File: src/rtl/ahb_master_arbiter.sv
// ahb_master_arbiter: shares one AHB-Lite master port between the IF and MEM requesters.
// Optional IF anti-starvation guard is built when ARB_STARVE_GUARD_EN is defined.
module ahb_master_arbiter #(
  parameter int ADDR_W       = 32,
  parameter int DATA_W       = 32,
  parameter int STARVE_LIMIT = 4
) (
  input  logic              clk,
  input  logic              reset,
  input  logic              if_req,
  input  logic [ADDR_W-1:0] if_addr,
  output logic              if_done,
  output logic [DATA_W-1:0] if_rdata,
  output logic              if_err,
  input  logic              mem_req,
  input  logic [ADDR_W-1:0] mem_addr,
  input  logic              mem_write,
  input  logic [2:0]        mem_size,
  input  logic [DATA_W-1:0] mem_wdata,
  output logic              mem_done,
  output logic [DATA_W-1:0] mem_rdata,
  output logic              mem_err,
  output logic [ADDR_W-1:0] HADDR,
  output logic [1:0]        HTRANS,
  output logic              HWRITE,
  output logic [2:0]        HSIZE,
  output logic [DATA_W-1:0] HWDATA,
  input  logic [DATA_W-1:0] HRDATA,
  input  logic              HREADY,
  input  logic              HRESP
);

  typedef enum logic [1:0] {S_IDLE = 2'b00, S_ADDR = 2'b01, S_DATA = 2'b10} state_e;

  localparam logic [1:0] TR_IDLE   = 2'b00;
  localparam logic [1:0] TR_NONSEQ = 2'b10;
  localparam logic [2:0] SZ_WORD   = 3'b010;

  state_e            state_q, state_d;
  logic              owner_mem_q, owner_mem_d;
  logic [ADDR_W-1:0] haddr_q, haddr_d;
  logic [1:0]        htrans_q, htrans_d;
  logic              hwrite_q, hwrite_d;
  logic [2:0]        hsize_q, hsize_d;
  logic [DATA_W-1:0] hwdata_q, hwdata_d;
  logic [DATA_W-1:0] wdata_q, wdata_d;
  logic              if_done_q, if_done_d, mem_done_q, mem_done_d;
  logic              if_err_q, if_err_d, mem_err_q, mem_err_d;
  logic [DATA_W-1:0] if_rdata_q, if_rdata_d, mem_rdata_q, mem_rdata_d;
  logic              grant_mem_s;

`ifdef ARB_STARVE_GUARD_EN
  localparam int CNT_W = $clog2(STARVE_LIMIT + 1);
  logic [CNT_W-1:0] starve_q, starve_d;

  // MEM wins unless IF has been passed over STARVE_LIMIT times in a row
  assign grant_mem_s = mem_req && !(if_req && (starve_q == CNT_W'(STARVE_LIMIT)));

  always_comb begin
    starve_d = starve_q;
    if (state_q == S_IDLE) begin
      if (!if_req) begin
        starve_d = '0;
      end else if (grant_mem_s) begin
        if (starve_q != CNT_W'(STARVE_LIMIT)) begin
          starve_d = starve_q + CNT_W'(1);
        end else begin
          starve_d = starve_q;
        end
      end else begin
        starve_d = '0;
      end
    end else begin
      starve_d = starve_q;
    end
  end

  always_ff @(posedge clk or posedge reset) begin
    if (reset) starve_q <= '0;
    else       starve_q <= starve_d;
  end
`else
  assign grant_mem_s = mem_req;
`endif

  always_comb begin
    state_d     = state_q;
    owner_mem_d = owner_mem_q;
    haddr_d     = haddr_q;
    htrans_d    = htrans_q;
    hwrite_d    = hwrite_q;
    hsize_d     = hsize_q;
    hwdata_d    = hwdata_q;
    wdata_d     = wdata_q;
    if_done_d   = 1'b0;
    mem_done_d  = 1'b0;
    if_err_d    = if_err_q;
    mem_err_d   = mem_err_q;
    if_rdata_d  = if_rdata_q;
    mem_rdata_d = mem_rdata_q;
    case (state_q)
      S_IDLE: begin
        if (mem_req || if_req) begin
          state_d     = S_ADDR;
          htrans_d    = TR_NONSEQ;
          owner_mem_d = grant_mem_s;
          if (grant_mem_s) begin
            haddr_d  = mem_addr;
            hwrite_d = mem_write;
            hsize_d  = mem_size;
            wdata_d  = mem_wdata;
          end else begin
            haddr_d  = if_addr;
            hwrite_d = 1'b0;
            hsize_d  = SZ_WORD;
            wdata_d  = '0;
          end
        end else begin
          state_d = S_IDLE;
        end
      end
      S_ADDR: begin
        if (HREADY) begin
          state_d  = S_DATA;
          htrans_d = TR_IDLE;
          hwdata_d = wdata_q;
        end else begin
          state_d = S_ADDR;
        end
      end
      S_DATA: begin
        // Errors and writes return zero data so requesters never see stale bus values
        if (HREADY) begin
          state_d = S_IDLE;
          if (owner_mem_q) begin
            mem_done_d  = 1'b1;
            mem_err_d   = HRESP;
            mem_rdata_d = (HRESP || hwrite_q) ? '0 : HRDATA;
          end else begin
            if_done_d  = 1'b1;
            if_err_d   = HRESP;
            if_rdata_d = HRESP ? '0 : HRDATA;
          end
        end else begin
          state_d = S_DATA;
        end
      end
      default: begin
        state_d  = S_IDLE;
        htrans_d = TR_IDLE;
      end
    endcase
  end

  always_ff @(posedge clk or posedge reset) begin
    if (reset) begin
      state_q     <= S_IDLE;
      owner_mem_q <= 1'b0;
      haddr_q     <= '0;
      htrans_q    <= TR_IDLE;
      hwrite_q    <= 1'b0;
      hsize_q     <= SZ_WORD;
      hwdata_q    <= '0;
      wdata_q     <= '0;
      if_done_q   <= 1'b0;
      mem_done_q  <= 1'b0;
      if_err_q    <= 1'b0;
      mem_err_q   <= 1'b0;
      if_rdata_q  <= '0;
      mem_rdata_q <= '0;
    end else begin
      state_q     <= state_d;
      owner_mem_q <= owner_mem_d;
      haddr_q     <= haddr_d;
      htrans_q    <= htrans_d;
      hwrite_q    <= hwrite_d;
      hsize_q     <= hsize_d;
      hwdata_q    <= hwdata_d;
      wdata_q     <= wdata_d;
      if_done_q   <= if_done_d;
      mem_done_q  <= mem_done_d;
      if_err_q    <= if_err_d;
      mem_err_q   <= mem_err_d;
      if_rdata_q  <= if_rdata_d;
      mem_rdata_q <= mem_rdata_d;
    end
  end

  assign HADDR     = haddr_q;
  assign HTRANS    = htrans_q;
  assign HWRITE    = hwrite_q;
  assign HSIZE     = hsize_q;
  assign HWDATA    = hwdata_q;
  assign if_done   = if_done_q;
  assign if_rdata  = if_rdata_q;
  assign if_err    = if_err_q;
  assign mem_done  = mem_done_q;
  assign mem_rdata = mem_rdata_q;
  assign mem_err   = mem_err_q;

endmodule
File: config.mk
export PLATFORM = sky130hd
export DESIGN_NAME = ahb_master_arbiter
export DESIGN_NICKNAME = d
export VERILOG_FILES = /design/src/rtl/ahb_master_arbiter.sv
export SDC_FILE = /design/constraint.sdc
export NUM_CORES = 1
export LEC_CHECK = 0
export CAP_MARGIN = 0
export CORE_MARGIN = 5
export CORE_UTILIZATION = 39
export CTS_CLUSTER_SIZE = 30
export DETAILED_ROUTE_END_ITERATION = 7
export GPL_TIMING_DRIVEN = 1
export HOLD_SLACK_MARGIN = 0.05
export PLACE_DENSITY = 0.82
export SYNTH_ARGS = -nofsm -noshare
export SYNTH_HDL_FRONTEND = slang
export SYNTH_SLANG_ARGS = --single-unit
File: constraint.sdc
create_clock -name clk -period 5.1 [get_ports clk]
set_clock_uncertainty 0.05 [all_clocks]
set_input_delay 0.51 -clock clk [delete_from_list [all_inputs] [get_ports clk]]
set_output_delay 0.51 -clock clk [all_outputs]
set_load 0.05 [all_outputs]
==> key figures <==
Hold path
  • Worst hold path class: reg2reg

Yosys
  • Yosys top cell area share: 0.613
  • Sequential cell area fraction in the yosys report: 0.617
  • Synthesized instance count: roughly 560
  • Top cells by area, synth: dfrtp_1 (61%), mux2_2 (14%), nand2_1 (5.3%), a22o_1 (4.4%), o21ai_0 (4.0%)
  • Syn nets: 697
  • Post-synth EDFFs: 0
  • Primary FF master, synth: dfrtp_1
  • Post-synth ARST share: 1.00
  • Most frequent cells after synthesis: dfrtp_1 (171), nand2_1 (99), mux2_2 (87)
  • Distinct cells, synth: 24
  • #FFs+latches synth: ~170
  • Synthesized cell area: 6980 µm²
  • Average size of a mapped cell: 12.5 µm²
  • Count leader, synth: dfrtp_1
  • Yosys warnings: 0
  • Synth area leader: dfrtp_1

STA
  • Relative slew slack: 0.359
  • Final setup violation count: 0
  • RSZ-0062 raised after global routing: false
  • Fin. max-slew vios: 0
  • Tcrit/Tclk final: 0.489
  • Worst-Margin Slew: between 900 and 1000 ps
  • Minimum clock period: approximately 2500 ps
  • Fmax: around 400 MHz
  • Hold Vio Cnt, Final: 0
  • Setup tns final: 0 ps

Drt
  • Vias: between 5k and 6k
  • DR pass1 iterations: 4
  • DR WL/cell: between 15 and 20 µm
  • DRT antenna net count: 0
  • Vias/cell: about 4.8
  • Routed WL: ~18000 µm
  • DRC: 0
  • Violation count after the first detailed-routing iteration: 160

Pwr
  • Sequential share of power: 0.303
  • Power density over the cells: 740 nW/µm²
  • Clock power frac: 0.178
  • Pleak: ~4.5 nW
  • Sw Pwr: approximately 0.0035 W
  • Logic pwr share: 0.519
  • Switching portion of total power: 0.449
  • Max IR drop VDD: 435 µV
  • P_int: ~0.0043 W

Clocking
  • Worst-Skew Late Latency: roughly 400 ps
  • CTS Root Cell: clkbuf_16
  • H-tree levels: 4
  • Post-CTS Hold Fix Bufs: 0
  • Clk sinks: 172
  • CTS tree: yes
  • Post-CTS Setup Bufs: 0
  • PostCTS Resize Cnt: 0
  • Cts bufs inserted: 17
  • CTS clk-pin slew, worst paths: about 70 ps
  • Longest Clk Path Bufs: 2

Floorplanning
  • Core box area: 17800 µm²
  • Number of top-level pins: roughly 280
  • Initial Util: 0.393
  • Die Y: between 100 and 150 µm
  • Num rows: 49
  • DIE AREA: approximately 21000 µm²
  • Die Width: ~140 µm

Cells and area
  • Fin area: about 10000 µm²
  • Nets: 959
  • ANT cells: 0
  • Share of layout cells above drive strength 1: 0.158
  • Area grow syn2layout: 50.2%

Global routing
  • Grt ovf: 0
  • Initial antenna violation count: 0
  • Total GRT Usage: 0.176
  • First-pass GRT wire length: about 28000 µm
  • Largest net degree at the start of global routing: roughly 170
  • Vias in the first global route: 5316

Critical path
  • Most Frequent Cell on Critical Path: buf_4
  • CP endpoint kind: register
  • CP Data Arrival Time: 2740 ps
  • Req. time, crit path: between 5000 and 6000 ps
  • Critical path cell sequence: clkdlybuf4s50_1 > buf_4 > o21ai_4 > buf_4 > mux2_2
  • Worst setup SP type: input pin
  • Highest net fanout along the worst path: 55
  • Largest stage delay, worst path: ~620 ps
  • Slowest CP cell: buf_4
  • Path type of the worst setup path: in2reg

Place
  • Detailed placement HPWL: about 13000 µm
  • I/O Buffers: 274
  • Area post-placement: slightly below 10000 µm²
  • GP Congestion: around 0.76

Status
  • Status: completed

Flow run
  • Maxcap violations: 0
## kinds of logic after synthesis
group,count (synthesis),share of synthesized area
AOI/OAI and AO/OA,105,0.0953
buffers and inverters,44,0.0376
DFF,172,0.617
muxes,98,0.158
other,1,0.000537
and+or+nand+nor,139,0.0918
## flip-flops by register name, indices dropped and copies added, names as in the netlist, 2 cells and up
signal     count
HADDR         32
mem_rdata     32
if_rdata      32
wdata_q       32
HWDATA        32
HSIZE          3
state_q        2
## per-layer routing
layer | vias up | part of all wire | GRT usage
met4 | 0 | 0.011 | 0.0451
li1 | 2443 | - | -
met5 | - | 0 | 0
met1 | 2440 | 0.39 | 0.214
met3 | 17 | 0.13 | 0.0805
met2 | 227 | 0.47 | 0.286
## power groups by stage
stage	clock network (W)	registers [W]	logic [W]
final	0.00138	0.00235	0.00402
after global routing	0.00148	0.00243	0.00424
after CTS	0.00141	0.00236	0.00407
after detailed placement	0	0.00238	0.00406
after global placement	0	0.00235	0.00402
after floorplan	0	0.00410	0.000914
## layout by cell type, fill, tap and decap left out, drive strengths merged
master / instances
a21o: 1
inv: 8
nor2: 2
conb: 1
and2: 1
nand4bb: 1
a22oi: 1
clkdlybuf4s50: 274
clkinvlp: 4
nand3b: 1
a22o: 35
bufinv: 4
clkinv: 1
dfstp: 1
o21ai: 68
clkbuf: 19
dfrtp: 171
buf: 8
nand4b: 1
mux2: 98
nand2b: 34
nand2: 99
## through the flow
step | worst slack, ps | utilization | total power, W | hold WS (ps) | instances
after floorplan | 2340 | - | 0.00501 | 409 | 559
after global placement | 2190 | 0.554 | 0.00636 | 410 | 1031
after detailed placement | 2170 | 0.554 | 0.00644 | 420 | 1031
after CTS | 2610 | 0.590 | 0.00784 | 435 | 1062
after global routing | 2340 | 0.590 | 0.00816 | 455 | 1062
final | 2600 | 0.590 | 0.00775 | 429 | 1062
## path summary, 6_finish.rpt
check | start | endpoint | slack [ps] | cells past startpoint
max in group asynchronous | reset | HWDATA[11]$_DFFE_PP0P_ | 3680 | 3
worst max register to register | state_q[0]$_DFF_PP0_ | mem_rdata[24]$_DFFE_PP0P_ | 2850 | 4
worst min-delay path | if_rdata[20]$_DFFE_PP0P_ | if_rdata[20]$_DFFE_PP0P_ | 430 | 2
min in group asynchronous | reset | HWDATA[0]$_DFFE_PP0P_ | 670 | 3
worst max-delay path | mem_req | HADDR[29]$_DFFE_PP0P_ | 2600 | 5
worst min register to register | if_rdata[20]$_DFFE_PP0P_ | if_rdata[20]$_DFFE_PP0P_ | 430 | 2
## layout make-up
| type | count | area (µm²) |
|---|---|---|
| Timing Repair Buffer | 282 | 2820 |
| Tap cell | 229 | 287 |
| Inverter | 5 | 22.5 |
| Sequential cell | 172 | 4310 |
| Multi-Input combinational cell | 343 | 2430 |
| Clock inverter | 12 | 185 |
| Fill cell | 1462 | 7290 |
| Clock buffer | 19 | 443 |
## critical path: cells and delay by family
kind	cells	cell delay [ps]
buffers and inverters	3	1280
AOI/OAI and AO/OA	1	470
muxes	1	420
No activity file was read; power rests on OpenSTA's default activity.
